[src/rtl/pcileech_gbox_iobridge_peer.sv]
// Far-end peer of the GBOX FPGA IO bridge link.
// Downstream: registers BUS_DI, buffers valid words in a FIFO and presents
// them first-word-fall-through on dn_*, with a registered prog-full flag
// that throttles the sender early enough to absorb words still in flight.
// Upstream: buffers up_* words and drives one per cycle onto BUS_DO.
module pcileech_gbox_iobridge_peer #(
  parameter int DI_DEPTH_LOG2   = 4,
  parameter int DI_PFULL_THRESH = 12,
  parameter int DO_DEPTH_LOG2   = 3
) (
  input  logic                   clk,
  input  logic                   rst,
  input  logic [68:0]            BUS_DI,
  output logic                   BUS_DI_PROG_FULL,
  output logic [36:0]            BUS_DO,
  output logic [63:0]            dn_data,
  output logic [3:0]             dn_ctl,
  output logic                   dn_valid,
  input  logic                   dn_ready,
  input  logic [31:0]            up_data,
  input  logic [3:0]             up_ctl,
  input  logic                   up_valid,
  output logic                   up_ready,
  output logic                   di_overflow,
  output logic [DI_DEPTH_LOG2:0] di_count
);

  localparam int DI_DEPTH = 1 << DI_DEPTH_LOG2;
  localparam int DO_DEPTH = 1 << DO_DEPTH_LOG2;
  localparam int DI_CW    = DI_DEPTH_LOG2 + 1;
  localparam int DO_CW    = DO_DEPTH_LOG2 + 1;

  // ---------------- downstream ----------------
  logic [68:0]        di_q;
  logic [67:0]        di_mem [DI_DEPTH];
  logic [DI_CW-1:0]   di_wr_ptr;
  logic [DI_CW-1:0]   di_rd_ptr;
  logic [DI_CW-1:0]   di_count_next;
  logic               di_full;
  logic               di_empty;
  logic               di_wr_req;
  logic               di_wr_fire;
  logic               di_rd_fire;
  logic [67:0]        di_head;

  // The extra pointer MSB distinguishes full from empty when low bits match.
  assign di_full  = (di_wr_ptr[DI_DEPTH_LOG2] != di_rd_ptr[DI_DEPTH_LOG2]) &&
                    (di_wr_ptr[DI_DEPTH_LOG2-1:0] == di_rd_ptr[DI_DEPTH_LOG2-1:0]);
  assign di_empty = (di_wr_ptr == di_rd_ptr);
  assign di_count = di_wr_ptr - di_rd_ptr;

  assign dn_valid   = !di_empty;
  assign di_rd_fire = dn_valid && dn_ready;
  assign di_wr_req  = di_q[68];
  // A read in the same cycle frees the slot, so a write at full still lands.
  assign di_wr_fire = di_wr_req && (!di_full || di_rd_fire);

  assign di_count_next = di_count + DI_CW'(di_wr_fire) - DI_CW'(di_rd_fire);

  assign di_head = di_mem[di_rd_ptr[DI_DEPTH_LOG2-1:0]];
  assign dn_data = di_head[63:0];
  assign dn_ctl  = di_head[67:64];

  // Single input register stage on the incoming link.
  always_ff @(posedge clk or posedge rst) begin
    if (rst) di_q <= '0;
    else     di_q <= BUS_DI;
  end

  // Downstream storage array; contents are meaningless once pointers reset.
  always_ff @(posedge clk) begin
    if (di_wr_fire) di_mem[di_wr_ptr[DI_DEPTH_LOG2-1:0]] <= di_q[67:0];
  end

  // Downstream pointers, sticky overflow and registered prog-full flag.
  always_ff @(posedge clk or posedge rst) begin
    if (rst) begin
      di_wr_ptr        <= '0;
      di_rd_ptr        <= '0;
      di_overflow      <= 1'b0;
      BUS_DI_PROG_FULL <= 1'b1;
    end else begin
      if (di_wr_fire) di_wr_ptr <= di_wr_ptr + DI_CW'(1);
      if (di_rd_fire) di_rd_ptr <= di_rd_ptr + DI_CW'(1);
      if (di_wr_req && di_full && !di_rd_fire) di_overflow <= 1'b1;
      BUS_DI_PROG_FULL <= (di_count_next >= DI_CW'(DI_PFULL_THRESH));
    end
  end

  // ---------------- upstream ----------------
  logic [35:0]        do_mem [DO_DEPTH];
  logic [DO_CW-1:0]   do_wr_ptr;
  logic [DO_CW-1:0]   do_rd_ptr;
  logic               do_full;
  logic               do_empty;
  logic               up_fire;

  assign do_full  = (do_wr_ptr[DO_DEPTH_LOG2] != do_rd_ptr[DO_DEPTH_LOG2]) &&
                    (do_wr_ptr[DO_DEPTH_LOG2-1:0] == do_rd_ptr[DO_DEPTH_LOG2-1:0]);
  assign do_empty = (do_wr_ptr == do_rd_ptr);
  assign up_ready = !do_full;
  assign up_fire  = up_valid && up_ready;

  // Upstream storage array.
  always_ff @(posedge clk) begin
    if (up_fire) do_mem[do_wr_ptr[DO_DEPTH_LOG2-1:0]] <= {up_ctl, up_data};
  end

  // BUS_DO has no back-pressure: pop the head every cycle it exists.
  always_ff @(posedge clk or posedge rst) begin
    if (rst) begin
      do_wr_ptr <= '0;
      do_rd_ptr <= '0;
      BUS_DO    <= '0;
    end else begin
      if (up_fire) do_wr_ptr <= do_wr_ptr + DO_CW'(1);
      if (!do_empty) begin
        BUS_DO    <= {1'b1, do_mem[do_rd_ptr[DO_DEPTH_LOG2-1:0]]};
        do_rd_ptr <= do_rd_ptr + DO_CW'(1);
      end else begin
        BUS_DO    <= '0;
      end
    end
  end

endmodule

[config.mk]
export PLATFORM = sky130hd
export DESIGN_NAME = pcileech_gbox_iobridge_peer
export DESIGN_NICKNAME = d
export VERILOG_FILES = /design/src/rtl/pcileech_gbox_iobridge_peer.sv
export SDC_FILE = /design/constraint.sdc
export NUM_CORES = 1
export LEC_CHECK = 0
export BUFFER_PORTS_ARGS = -buffer_cell sky130_fd_sc_hd__buf_2
export CAP_MARGIN = 20
export CELL_PAD_IN_SITES_DETAIL_PLACEMENT = 1
export CELL_PAD_IN_SITES_GLOBAL_PLACEMENT = 2
export CORE_MARGIN = 4
export CORE_UTILIZATION = 42
export CTS_BUF_LIST = sky130_fd_sc_hd__clkbuf_4
export CTS_CLUSTER_DIAMETER = 100
export CTS_CLUSTER_SIZE = 10
export DETAILED_ROUTE_END_ITERATION = 10
export GPL_ROUTABILITY_DRIVEN = 0
export GPL_TIMING_DRIVEN = 0
export PLACE_DENSITY_LB_ADDON = 0.1
export SETUP_SLACK_MARGIN = 0.3
export SYNTH_ARGS = -nofsm -noshare
export SYNTH_HDL_FRONTEND = slang
export SYNTH_SLANG_ARGS = --single-unit
[constraint.sdc]
create_clock -name clk -period 8.3 [get_ports clk]
set_clock_uncertainty 0.15 [all_clocks]
set_input_delay 0 -clock clk [delete_from_list [all_inputs] [get_ports clk]]
set_output_delay 0 -clock clk [all_outputs]
set_load 0.1 [all_outputs]
# Word-level counts from Yosys, hierarchy flattened
# Memories as Yosys holds them, arrays and structs flattened.
# Cells that the tools add are included.
# classes
n_addsub	7
magnitude_cmp	1
n_eq_ne	6
n_mux	5
n_reduce_logical	12
# op_table
operator	n
$mux 37	1
$add 5x1->5 const B	2
$add 4x1->4 const B	2
$eq 4x4->1	2
$logic_and 1x1->1	7
$add 5x1->5	1
$eq 5x5->1	1
$ge 5x4->1 const B	1
$sub 5x1->5	1
$sub 5x5->5	1
$logic_not 1->1	4
$mux 1	4
$eq 3x3->1	1
$ne 1x1->1	2
$logic_or 1x1->1	1
# totals
reg_bits	126
ram_bits	1376
in_bits	109
out_inout_bits	114
wordCells	41
memories	2
# memory_table
name	depth	width	read_ports	rd_clocked_by_memory_dff	wr	line	text
di_mem	16	68	1	0	1	35	logic [67:0] di_mem [DI_DEPTH];
do_mem	8	36	1	0	1	91	logic [35:0] do_mem [DO_DEPTH];

# Depth between registers and ports, before layout
# logic_depth
word_depth	8
ltp_mapped	16
depth_no_buf	13

# Least setup slack after synthesis
# Ideal clock, no wire load.
# synth_timing
path_type	register -> register
from	register do_wr_ptr[2]
to	memory do_mem[0][0] (enable)
setup_ns	0.474
arrival_time_ns	4.572
required_ns	7.676
slack_ns	3.104
path_stages_with_launch	7
path_buffers	1
period_less_slack_ns	5.196
path_cell_list	dfrtp_1 > clkbuf_1 > xnor2_1 > nand4_1 > nand2_1 > or2_2 > nor3_1
# synth_via
elab_chain_len	6
# synth_rtl
item	line	text
start: declaration	92	logic [DO_CW-1:0] do_wr_ptr;
start signal: assignment	116	if (up_fire) do_wr_ptr <= do_wr_ptr + DO_CW'(1);
$eq 3x3->1	99	(do_wr_ptr[DO_DEPTH_LOG2-1:0] == do_rd_ptr[DO_DEPTH_LOG2-1:0]);
$logic_and 1x1->1	98	assign do_full = (do_wr_ptr[DO_DEPTH_LOG2] != do_rd_ptr[DO_DEPTH_LOG2]) &&
$logic_not 1->1	101	assign up_ready = !do_full;
named net up_ready	23	output logic up_ready,
$logic_and 1x1->1	102	assign up_fire = up_valid && up_ready;
$mux 1	106	if (up_fire) do_mem[do_wr_ptr[DO_DEPTH_LOG2-1:0]] <= {up_ctl, up_data};
$mux 1 (implied by the code)	106	
end: declaration	91	
# The timed path passes the listed nets, and every way through them passes these cells.

# Worst setup path in the final report
# layout_timing
from	register di_rd_ptr[1]
to	memory di_mem[11][21] (enable)
# layout_via
elab_chain_len	7
elab_cells_between_ends	10
classes_between	eq/ne (2); mux (2); reduce/logical (6)
# layout_rtl
item	line	text
start: declaration	37	logic [DI_CW-1:0] di_rd_ptr;
start signal: assignment	84	if (di_rd_fire) di_rd_ptr <= di_rd_ptr + DI_CW'(1);
$eq 5x5->1 / $eq 4x4->1 (equally long branches)	49, 48	
$logic_not 1->1 / $logic_and 1x1->1 (equally long branches)	52, 47	
$logic_and 1x1->1 / $logic_not 1->1 (equally long branches)	53, 56	
$logic_or 1x1->1 (*)	56	assign di_wr_fire = di_wr_req && (!di_full || di_rd_fire);
$logic_and 1x1->1 (*)	56	
$mux 1 (*)	72	if (di_wr_fire) di_mem[di_wr_ptr[DI_DEPTH_LOG2-1:0]] <= di_q[67:0];
$mux 1 (implied by the code) (*)	72	
end: declaration	35	
# Mark *: on every way between the ends. The rest lies on a longest branch, timed or not.

==> summary.md <==
| Metric | Value |
|---|---|
| Crit. End Element | `register` |
| Seq/Total Area, Yosys | `0.798` |
| CP Cell Sequence | `clkbuf_1, clkbuf_1, inv_1, ha_1, nand4_1, o31a_1, inv_1, nor3b_1, and2_4, buf_16` |
| Top delay family on crit path | `buffers and inverters` |
| DRT Pass-1 Iters | `6` |
| Pin count of the biggest net entering global routing | `73` |
| Relative slew slack | `0.308` |
| CP arrival | `6.03 ns` |
| Sw Share | `0.413` |
| P per Cell Area | `~370 mW/mm^2` |
| Worst-margin pin slew | `1.04 ns` |
| CP max stage delay | `roughly 0.75 ns` |
| GRT met2 Usage | `0.357` |
| Fin crit share | `0.647` |
| Combinational share of power | `0.438` |
| Max Cap Violations | `0` |
| Iteration-0 DRC Markers | `1966` |
| CTS tree | `done` |
| Syn Std Cell Area | `~0.056 sq mm` |
| DR WL/cell | `around 29 um` |
| Detailed placement HPWL | `80400 um` |
| First-pass GRT wire length | `approximately 200000 um` |
| DRC Markers | `0` |
| GR Overflow Total | `0` |
| Layout cell share with drive strength beyond 1 | `0.340` |
| Clock sinks | `1502` |
| P_int | `14.2 mW` |
| DRT Wirelength | `139000 um` |
| Mapped Cells | `2217` |
| Initial antenna violation count | `7` |
| Setup ws final | `2.93 ns` |
| Row cnt | `133` |
| Seq cells post-synth | `roughly 1500` |
| Avg Cell Area, Syn | `25.1 sq um` |
| Crit Path Class | `reg -> reg` |
| Synthesis Warnings | `0` |
| Post-CTS Resized | `0` |
| Hold buffers post-CTS | `around 320` |
| Full die area | `around 0.14 sq mm` |
| Most frequent cells in the layout | `edfxtp_1, mux4_2, dlygate4sd3_1, clkbuf_4, buf_2` |
| Worst Path Max Fanout | `37` |
| GRT busiest layer | `met2` |
| H-tree levels | `4` |
| Setup Viol. Count Final | `0` |
| CTS max path bufs | `3` |
| Area Growth Syn to Fin | `17.6%` |
| Syn_nets | `2344` |
| Total setup buffers inserted after CTS | `0` |
| Post-route ant nets | `0` |
| Commonest non-fill, non-tap cell in the layout | `edfxtp_1` |
| Worst path slowest cell | `clkbuf_1` |
| Reg power frac | `0.393` |
| Final net count | `3095` |
| Die X-Extent | `372 um` |
| Clk pin slew, worst setup/hold paths | `0.12 ns` |
| Global Route Usage Sum | `0.206` |
| Outcome | `completed` |
| Switch Pwr | `9.99 mW` |
| Fin crit period | `5.37 ns` |
| Distinct cells, synth | `34` |
| Peak supply drop | `0.323 mV` |
| Io pins | `223` |
| CP bufs+invs | `5` |
| Clk pwr share | `0.169` |
| Max-slew violations | `0` |
| Vias per std cell | `5.33` |
| Num CTS Buffers | `168` |
| Via count | `26000` |
| CTS Root Cell | `clkbuf_4` |
| Buffers on Ports | `222` |
| Sum Neg Setup Slack | `0 ns` |
| Placement-stage worst setup slack | `2.91 ns` |
| FMAX | `around 190 MHz` |
| Vias in the first global route | `around 29000` |
| Met3 usage | `0.0392` |
| GR Util met1 | `0.270` |
| CP required | `8.97 ns` |
| Initial core utilization | `0.423` |
| Hold WC Path Type | `in -> reg` |
| Reg2Reg Setup Slack | `2.93 ns` |
| Static Leak | `between 20 and 25 nW` |
| Core area | `roughly 0.13 sq mm` |
| Die Height | `372 um` |
| Startpoint Class | `register` |
| Final hold viol count | `0` |
| Clock latency on the worst-skew pair | `1.19 ns` |
| Unrepaired setup endpoints after global routing | `no` |
final timing paths:
check,start,to,cells after the start
setup / recovery,di_rd_ptr[1],di_mem[11][21],10
hold / removal,up_data[4],do_mem[7][4],3
setup reg to reg,di_rd_ptr[1],di_mem[11][21],10
hold reg to reg,di_overflow,di_overflow,1
max in group asynchronous,rst,di_q[21],6
min in group asynchronous,rst,di_wr_ptr[0],6
metrics by stage:
step           instance area, sq um  std cells  total power [mW]   util  hold WS [ns]
6_report                      65500       4871              24.2  0.498         0.185
5_1_grt                       65500       4869              25.3  0.498        0.0736
4_1_cts                       65500       4859              24.6  0.497      0.000811
3_5_place_dp                  60000       4236              20.3  0.456       -0.0403
3_3_place_gp                  59000       4194              20.2  0.448       -0.0413
2_1_floorplan                 55700       2217              17.7      -        -0.119
metal layers:
metal  vias to the layer above  part of all wire  routed length, um
met5                         -           0.00012                 17
met3                       195             0.050               6880
li1                      11000                 -                  -
met4                         2             0.019               2630
met2                       620              0.52              72600
met1                     14100              0.41              56700
sequential cells by signal, indices dropped and copies added, names as in the netlist:
name              count
do_rd_ptr             4
di_q                 69
BUS_DI_PROG_FULL      1
do_wr_ptr             4
do_mem              288
di_overflow           1
di_wr_ptr             5
di_mem             1088
BUS_DO               37
di_rd_ptr             5
kinds of logic after synthesis:
kind of cell,after synthesis,share of synthesized area
adder cells (fa/ha/maj),18,0.00431
buffers and inverters,119,0.0108
AO/OA/AOI/OAI,13,0.00148
flip-flops,1502,0.798
AND/OR/NAND/NOR,90,0.00757
XOR/XNOR,25,0.00418
multiplexers,450,0.173
power by group through the flow:
stage	Clock, mW	Sequential, mW	Combinational (mW)
detailed placement	0	9.69	10.7
global route	4.61	9.59	11.1
global placement	0	9.76	10.4
floorplan	0	10.3	7.36
finish	4.09	9.50	10.6
CTS	4.26	9.52	10.8
Yosys cell counts (all sizes together):
cell type  count  share of area
and3           1        0.00011
dfrtp        125          0.056
mux2i         36         0.0065
or2            1        0.00011
mux4         412           0.17
nand2          9        0.00061
dfstp          1        0.00047
nand4          5        0.00056
nor3b          1        0.00013
buf           59         0.0068
nor2          45         0.0030
o31a           1        0.00016
mux2           2        0.00040
a21o           5        0.00067
clkbuf        45         0.0030
and2          17         0.0019
a31oi          1        0.00011
fa             2        0.00072
and4           1        0.00016
nand2b         2        0.00022
o21ai          3        0.00027
a21oi          3        0.00027
xor2           7         0.0011
edfxtp      1376           0.74
nor3           4        0.00036
ha            16         0.0036
xnor3          1        0.00040
nand3          4        0.00036
xnor2         17         0.0027
inv           15         0.0010
final cells by class:
class | instances | area, sq um
Sequential cell | 1502 | 44500
Clock inverter | 9 | 91.3
Clock buffer | 298 | 2240
Buffer | 104 | 548
Inverter | 15 | 63.8
Multi-Input combinational cell | 596 | 10700
Antenna cell | 11 | 27.5
Timing Repair Buffer | 581 | 5150
Tap cell | 1755 | 2200
Fill cell | 11600 | 66100
tightest hold or removal path, delay by kind of cell:
kind | cells | cell delay (ns)
buffers and inverters | 3 | 1.33
Power figures use the tool's default switching activity.
